File: src/rtl/instr_fetch.sv
`timescale 1ns/1ps
// instr_fetch: fetch stage feeding the instruction decoder.
// Holds the PC, issues one-beat reads to instruction memory, latches the
// returned word into the instruction register and presents it with a valid
// flag. Branch redirects override stalls; a redirect that overtakes an
// in-flight read marks that read's response for discard (squash).
// Build option: define FETCH_TIMEOUT_EN to add a WAIT watchdog that
// re-requests the same PC after TIMEOUT silent cycles and raises the sticky
// fetch_err flag. Without it fetch_err is tied to 0.
module instr_fetch #(
  parameter int                ADDR_W   = 8,
  parameter logic [ADDR_W-1:0] RESET_PC = '0,
  parameter int                TIMEOUT  = 15
) (
  input  logic              clk,
  input  logic              rst,
  output logic              mem_req,
  output logic [ADDR_W-1:0] mem_addr,
  input  logic [15:0]       mem_rdata,
  input  logic              mem_valid,
  input  logic              stall,
  input  logic              branch_taken,
  input  logic [ADDR_W-1:0] branch_target,
  output logic [15:0]       instruction,
  output logic              instr_valid,
  output logic [ADDR_W-1:0] pc_out,
  output logic              fetch_err
);

  typedef enum logic [1:0] {
    ST_FETCH = 2'd0,
    ST_WAIT  = 2'd1,
    ST_HOLD  = 2'd2
  } state_t;

  state_t            state_reg, state_next;
  logic [ADDR_W-1:0] pc_reg, pc_next;
  logic              squash_reg, squash_next;
  logic [15:0]       instr_reg, instr_next;
  logic              valid_reg, valid_next;
  logic [ADDR_W-1:0] pc_out_reg, pc_out_next;
  logic              timeout_hit;

  // The request strobe is the FETCH state itself; gated by rst so the bus is
  // quiet while reset is held.
  assign mem_req     = (state_reg == ST_FETCH) && !rst;
  assign mem_addr    = mem_req ? pc_reg : '0;
  assign instruction = instr_reg;
  assign instr_valid = valid_reg;
  assign pc_out      = pc_out_reg;

`ifdef FETCH_TIMEOUT_EN
  localparam int TW = $clog2(TIMEOUT + 1);

  logic [TW-1:0] tcnt_reg, tcnt_next;
  logic          err_reg;

  // Watchdog: counts silent WAIT cycles; held at zero outside WAIT so every
  // entry to WAIT starts from zero.
  always_comb begin
    tcnt_next   = tcnt_reg;
    timeout_hit = 1'b0;
    if (state_reg == ST_WAIT && !mem_valid) begin
      tcnt_next = tcnt_reg + 1'b1;
      if (tcnt_next == TW'(TIMEOUT)) timeout_hit = 1'b1;
    end
    if (state_reg != ST_WAIT) tcnt_next = '0;
  end

  // Watchdog counter and sticky error flag, cleared only by rst.
  always_ff @(posedge clk or posedge rst) begin
    if (rst) begin
      tcnt_reg <= '0;
      err_reg  <= 1'b0;
    end else begin
      tcnt_reg <= tcnt_next;
      if (timeout_hit) err_reg <= 1'b1;
    end
  end

  assign fetch_err = err_reg;
`else
  // No watchdog: WAIT waits forever and TIMEOUT has no effect.
  assign timeout_hit = 1'b0 & (TIMEOUT == 0);
  assign fetch_err   = 1'b0;
`endif

  // Next-state and datapath decisions; a taken branch overrides everything
  // else for the PC and always kills the presented word.
  always_comb begin
    state_next  = state_reg;
    pc_next     = pc_reg;
    squash_next = squash_reg;
    instr_next  = instr_reg;
    valid_next  = valid_reg;
    pc_out_next = pc_out_reg;
    case (state_reg)
      ST_FETCH: begin
        state_next = ST_WAIT;
        // The read just issued targets the old PC; drop its response.
        if (branch_taken) squash_next = 1'b1;
      end
      ST_WAIT: begin
        if (mem_valid) begin
          if (squash_reg || branch_taken) begin
            squash_next = 1'b0;
            state_next  = ST_FETCH;
          end else begin
            instr_next  = mem_rdata;
            pc_out_next = pc_reg;
            valid_next  = 1'b1;
            pc_next     = pc_reg + 1'b1;
            state_next  = ST_HOLD;
          end
        end else if (timeout_hit) begin
          squash_next = 1'b0;
          state_next  = ST_FETCH;
        end else if (branch_taken) begin
          squash_next = 1'b1;
        end
      end
      ST_HOLD: begin
        if (branch_taken || !stall) begin
          valid_next = 1'b0;
          state_next = ST_FETCH;
        end
      end
      default: state_next = ST_FETCH;
    endcase
    if (branch_taken) begin
      pc_next    = branch_target;
      valid_next = 1'b0;
    end
  end

  // State, PC and instruction register with asynchronous reset.
  always_ff @(posedge clk or posedge rst) begin
    if (rst) begin
      state_reg  <= ST_FETCH;
      pc_reg     <= RESET_PC;
      squash_reg <= 1'b0;
      instr_reg  <= 16'h0000;
      valid_reg  <= 1'b0;
      pc_out_reg <= '0;
    end else begin
      state_reg  <= state_next;
      pc_reg     <= pc_next;
      squash_reg <= squash_next;
      instr_reg  <= instr_next;
      valid_reg  <= valid_next;
      pc_out_reg <= pc_out_next;
    end
  end

endmodule

File: config.mk
export PLATFORM = sky130hd
export DESIGN_NAME = instr_fetch
export DESIGN_NICKNAME = d
export VERILOG_FILES = /design/src/rtl/instr_fetch.sv
export SDC_FILE = /design/constraint.sdc
export NUM_CORES = 1
export LEC_CHECK = 0
export ABC_AREA = 1
export BUFFER_PORTS_ARGS = -buffer_cell sky130_fd_sc_hd__clkbuf_2
export CAP_MARGIN = 20
export CORE_MARGIN = 2
export CORE_UTILIZATION = 44
export CTS_BUF_LIST = sky130_fd_sc_hd__clkbuf_8 sky130_fd_sc_hd__clkbuf_16
export DETAILED_ROUTE_END_ITERATION = 6
export PLACE_DENSITY = 0.83
export SLEW_MARGIN = 40
export SYNTH_ARGS = -nofsm -noshare
export SYNTH_HDL_FRONTEND = slang
export SYNTH_SLANG_ARGS = --single-unit
File: constraint.sdc
create_clock -name clk -period 2 [get_ports clk]
set_input_delay 0.4 -clock clk [delete_from_list [all_inputs] [get_ports clk]]
set_output_delay 0.4 -clock clk [all_outputs]
set_load 0.01 [all_outputs]
==> impl_metrics.toml, run 1 <==
[logic_synthesis]
synth_xor_area_share_pct = 0
synthMuxAreaShare_pct = 0
yosys_warnings = 0
synth_compound_area_share_pct = 4.071
ys_ff_latch = 36
synthAdderAreaFrac_pct = 0.7402
syn_nets = 254
synthCells = 224
yosysUniqueCellTypes = 20
synth_area_um2 = 1690
syn_avg_cell_area_um2 = 7.546
synth_top_family_by_area = "simple AND/OR/NAND/NOR gates"
synth_simple_gate_area_share_pct = 33.68
ys_seq_area_share_pct = 53.29

[sta]
rsz0062_at_grt = "no"
timing.hold.ws_ns = 0.2382
finalSetupTns_ns = 0
max_freq_mhz = 553.9
finalHoldViolCount = 0
setup_viol = 0
fin_skew_ns = 0.003794
min_period_ns = 1.805
setup_slack_ns = 0.1947
slew_violations = 0
min_period_over_period_pct = 90.27

[cts]
worstSkewPairLatency_ns = 0.28
postCtsSetupBuffers = 0
tritoncts = "built"
cts_hold_buffers = 0
clockBufferDepth = 2
cts_root_buffer = "clkbuf_8"
path_clk_slew_ns = 0.07
htree_levels = 2
cts_buffers = 5
ctsResizeCount = 0
numClockSinks = 36

[setup_path]
critPathKind = "reg2out"
worstPathArrival_ns = 1.41
rr_endpoint = "pc_out[0]$_DFFE_PP0P_"
start_kind = "flip-flop"
critPathMaxStageDelay_ns = 0.44
critPathRequiredTime_ns = 1.60
crit_path_end_kind = "output port"
cpMaxStageDelayCell = "dfrtp_1"
worstPathMaxFanout = 9
path_cells = "nor2_1 -> nand2_1 -> nor2_1 -> clkbuf_2"
rr_startpoint = "state_reg[0]$_DFFE_PP0P_"
cpMostUsedCell = "nor2_1"
rr_worst_depth = 5
r2r_slack_ns = 0.62

[routing]
drt_first_pass_iters = 4
drc = 0
routedWlPerCell_um = 10.97
dr_total_vias = 1558
finalWirelength_mm = 3.698
vias_per_cell = 4.623
antenna_left = 0
drtIter0Drc = 86

[floorplanning]
io_pins = 64
dieArea_um2 = 4353
start_util_pct = 45.83
rows = 22
chipHeight_um = 65.98
core_um2 = 3689
die_x_um = 65.98

[placed_design]
dp_hpwl_mm = 2.753
port_buffers = 62
dp_slack_ns = 0.4879
gp_congestion = 0.8184

[power]
power_mw = 2.455
p_per_area_nw_per_um2 = 1146
leakage_nw = 1.255
vdd_drop_max_mv = 0.6179

[layout]
largest_reg_flops = 16
final_cell_mix = "99 x nand2_1, 62 x clkbuf_2, 36 x dfrtp_1"
layout_commonest_cell = "nand2_1"
nFillCells = 355
layout.nets = 318
diodes = 0
syn_to_final_growth_pct = 26.80
drive_gt1_share_pct = 26.64

[worst_hold_path]
hold_path_class = "in2async"

[grt]
grt_pass1_wl_mm = 6.099
grt_max_degree = 37
grt_pass1_vias = 1411
grt_overflow = 0
grt_usage_pct = 18.25
antenna_found_initial = 0

[status]
status = "complete, no violations"

[flow_run]
cap_viol_max_count = 0
[worst max-delay path by stage]
stage	start	end	slack, ns	cells after the start
detailed placement	rst	mem_addr[7]	0.49	5
floorplan	rst	mem_req	0.16	3
global placement	rst	mem_addr[7]	0.50	5
finish	state_reg[1]$_DFFE_PP0P_	mem_addr[2]	0.19	4
CTS	state_reg[1]$_DFFE_PP0P_	mem_addr[7]	0.18	4
global route	state_reg[1]$_DFFE_PP0P_	mem_addr[7]	0.03	4
[logic make-up after synthesis]
kind of cell,after synthesis
other,1
DFF,36
AOI/OAI and AO/OA,13
buffers and inverters,30
and+or+nand+nor,143
adders and majority gates,1
[final cells by class]
type	count	area [um2]	area share (%)
Timing Repair Buffer	65	332.8	15.53
Tap cell	48	60.06	2.802
Sequential cell	36	900.9	42.03
Inverter	22	87.58	4.086
Clock inverter	3	38.79	1.810
Clock buffer	5	68.82	3.211
Multi-Input combinational cell	158	654.4	30.53
[per-layer routing]
metal	track usage, %	part of all wire [%]
met1	24.81	47
met5	0	0
met3	4.600	6.0
met2	28.79	46
met4	5.612	1.2
[report_power, final]
part           total, mW  internal [mW]  switching, mW
clock              0.607          0.364          0.242
sequential          1.12          0.965          0.157
combinational      0.727          0.308          0.419
total               2.46           1.64          0.818
[stage by stage]
stage | utilization (%) | area (um2) | std cells
final | 58.11 | 2143 | 337
after floorplan | - | 1694 | 224
after global placement | 55.19 | 2036 | 329
after global routing | 58.11 | 2143 | 337
after CTS | 58.11 | 2143 | 337
after detailed placement | 55.19 | 2036 | 329
[cell usage after synthesis]
| cell type | instances | share of area [%] |
|---|---|---|
| nor2_1 | 23 | 5.1 |
| conb_1 | 1 | 0.22 |
| inv_1 | 21 | 4.7 |
| buf_6 | 1 | 0.67 |
| nand2_1 | 99 | 22 |
| o21ai_1 | 7 | 2.1 |
| or2_2 | 1 | 0.37 |
| a31oi_1 | 1 | 0.37 |
| dfrtp_1 | 36 | 53 |
| buf_4 | 2 | 0.89 |
| ha_1 | 1 | 0.74 |
| a21oi_1 | 1 | 0.30 |
| clkinv_2 | 1 | 0.30 |
| nand4_1 | 2 | 0.74 |
| nand3_1 | 16 | 4.7 |
| o21ai_0 | 3 | 0.89 |
| buf_2 | 5 | 1.5 |
| nor2_2 | 1 | 0.37 |
| nand2_2 | 1 | 0.37 |
| o21a_1 | 1 | 0.44 |
[worst max-delay path, delay by kind of cell, from the launching register on]
kind	cells	cell delay (ns)
and+or+nand+nor	3	0.53
buffers and inverters	1	0.15
DFF	1	0.44
No activity file was read; power rests on OpenSTA's default activity.
==> run 2: changes to the inputs <==
--- a/config.mk
+++ b/config.mk
@@ -8,7 +8,6 @@
 export ABC_AREA = 1
 export BUFFER_PORTS_ARGS = -buffer_cell sky130_fd_sc_hd__clkbuf_2
 export CAP_MARGIN = 20
-export CORE_MARGIN = 2
 export CORE_UTILIZATION = 44
 export CTS_BUF_LIST = sky130_fd_sc_hd__clkbuf_8 sky130_fd_sc_hd__clkbuf_16
 export DETAILED_ROUTE_END_ITERATION = 6
==> constraint.sdc (replaced) <==
create_clock -name clk -period 1.61 [get_ports clk]
set_input_delay 0.322 -clock clk [delete_from_list [all_inputs] [get_ports clk]]
set_output_delay 0.322 -clock clk [all_outputs]
set_load 0.01 [all_outputs]
==> run 2 against run 1 <==
  * Die area shrank 6.0%
  * Combinational power rose by 29%
  * Setup slack lost 0.15 ns
  * Global-route usage rose by 3.6 points
  * Routed wire length increased by 7.6%
  * Non-clock buffer count increased by 3
  * Critical endpoint unchanged
  * Cell count rose by 1.2%
  * Register-to-register slack got worse by 0.45 ns
  * Sequential power is 24% higher
==> impl_metrics.toml, run 2 (same netlist as run 1, synthesis figures left out) <==
[cts]
cts_buffers = 5
tritoncts = "built"
cts_hold_buffers = 0
htree_levels = 2
path_clk_slew_ns = 0.07
cts_root_buffer = "clkbuf_8"
worstSkewPairLatency_ns = 0.28
numClockSinks = 36
clockBufferDepth = 2

[setup_path]
critPathRequiredTime_ns = 1.29
worstPathArrival_ns = 1.24
start_kind = "flip-flop"
crit_path_end_kind = "output port"
worstPathMaxFanout = 5
critPathKind = "reg2out"

[layout]
stdcell_count = 341
layout_commonest_cell = "nand2_1"
diodes = 0
final_cell_mix = "98 x nand2_1, 58 x clkbuf_2, 35 x dfrtp_1"
layout.nets = 322
largest_reg_flops = 16
syn_to_final_growth_pct = 30.05
final_util_pct = 60.05
drive_gt1_share_pct = 30.03

[floorplanning]
start_util_pct = 46.17
chipHeight_um = 63.98
core_um2 = 3661
rows = 22
die_x_um = 63.98
dieArea_um2 = 4093
io_pins = 64

[routing]
finalWirelength_mm = 3.980
drc = 0
vias_per_cell = 4.789
dr_total_vias = 1633
routedWlPerCell_um = 11.67
antenna_left = 0
drtIter0Drc = 74
drt_first_pass_iters = 4

[worst_hold_path]
hold_path_class = "in2async"

[grt]
grt_max_degree = 37
grt_pass1_wl_mm = 6.762
grt_pass1_vias = 1491
grt_overflow = 0
antenna_found_initial = 0
grt_usage_pct = 21.82

[placed_design]
gp_congestion = 0.7818
dp_hpwl_mm = 2.798
place_inst = 330
port_buffers = 62

[sta]
setup_viol = 0
fin_skew_ns = 0.002250
finalHoldViolCount = 0
min_period_over_period_pct = 96.97
slew_violations = 0
rsz0062_at_grt = "yes"
min_period_ns = 1.561
max_freq_mhz = 640.5
finalSetupTns_ns = 0

[power]
vdd_drop_max_mv = 0.8053
leakage_nw = 1.281
p_per_area_nw_per_um2 = 1401

[status]
status = "complete, no violations"

[flow_run]
cap_viol_max_count = 0
==> run 2: worst paths after layout <==
| path | from | to | slack (ns) | cells after the start |
|---|---|---|---|---|
| min in group clk | mem_rdata[2] | instruction[2]$_DFFE_PP0P_ | 0.23 | 3 |
| max in group asynchronous | rst | state_reg[0]$_DFFE_PP0P_ | 1.05 | 3 |
| max reg2reg | state_reg[0]$_DFFE_PP0P_ | pc_reg[0]$_DFFE_PP0P_ | 0.17 | 7 |
| min | rst | pc_reg[5]$_DFFE_PP0P_ | 0.23 | 3 |
| min reg2reg | instruction[8]$_DFFE_PP0P_ | instruction[8]$_DFFE_PP0P_ | 0.48 | 2 |
| max | state_reg[0]$_DFFE_PP0P_ | mem_addr[2] | 0.05 | 4 |
==> run 2: layout make-up <==
type                       instances  area (um2)
fill                             350        1463
sequential                        36       902.1
multi-input combinational        159       685.7
timing repair buffer              68       355.3
inverter                          22       87.58
clock buffer                       5       68.82
tap                               48       60.06
clock inverter                     3       38.79
==> run 2: worst max-delay path, stage by stage (launching register included) <==
cell and delay, ns:
dfrtp_2 0.44, nor2_4 0.16, nand2_4 0.11, nor2_1 0.11, buf_2 0.14
==> run 2: report_power, final <==
part           internal, mW  switching, mW
Combinational         0.398          0.540
Sequential             1.20          0.192
Clock                 0.453          0.298
Total                  2.05           1.03
==> run 2: stage by stage <==
| stage | power, mW | setup WS [ns] | area [um2] | hold slack, ns |
|---|---|---|---|---|
| 3_3_place_gp | 2.282 | 0.3075 | 2046 | 0.4621 |
| 4_1_cts | 3.092 | 0.003109 | 2167 | 0.2166 |
| 6_report | 3.079 | 0.04875 | 2198 | 0.2298 |
| 5_1_grt | 3.321 | -0.02109 | 2198 | 0.2160 |
| 2_1_floorplan | 1.915 | 0.01288 | 1697 | 0.2835 |
| 3_5_place_dp | 2.319 | 0.2907 | 2046 | 0.4637 |
==> run 2: layer usage <==
metal  GRT usage (%)  wire (um)  up-vias
met2           34.97       1905       54
met1           28.27       1746      754
met3           6.964        289        5
li1                -          -      820
met4           5.966         38        0
met5               0          0        -
==> run 2: repair_timing <==
item / in CTS / in global routing
cloned: 1 / 0
endpoints found under the setup margin: 2 / 9
buffers inserted: 1 / 1
gates resized for setup: 1 / 12
pin swaps: 2 / 0
endpoints found under the hold margin: 0 / 0
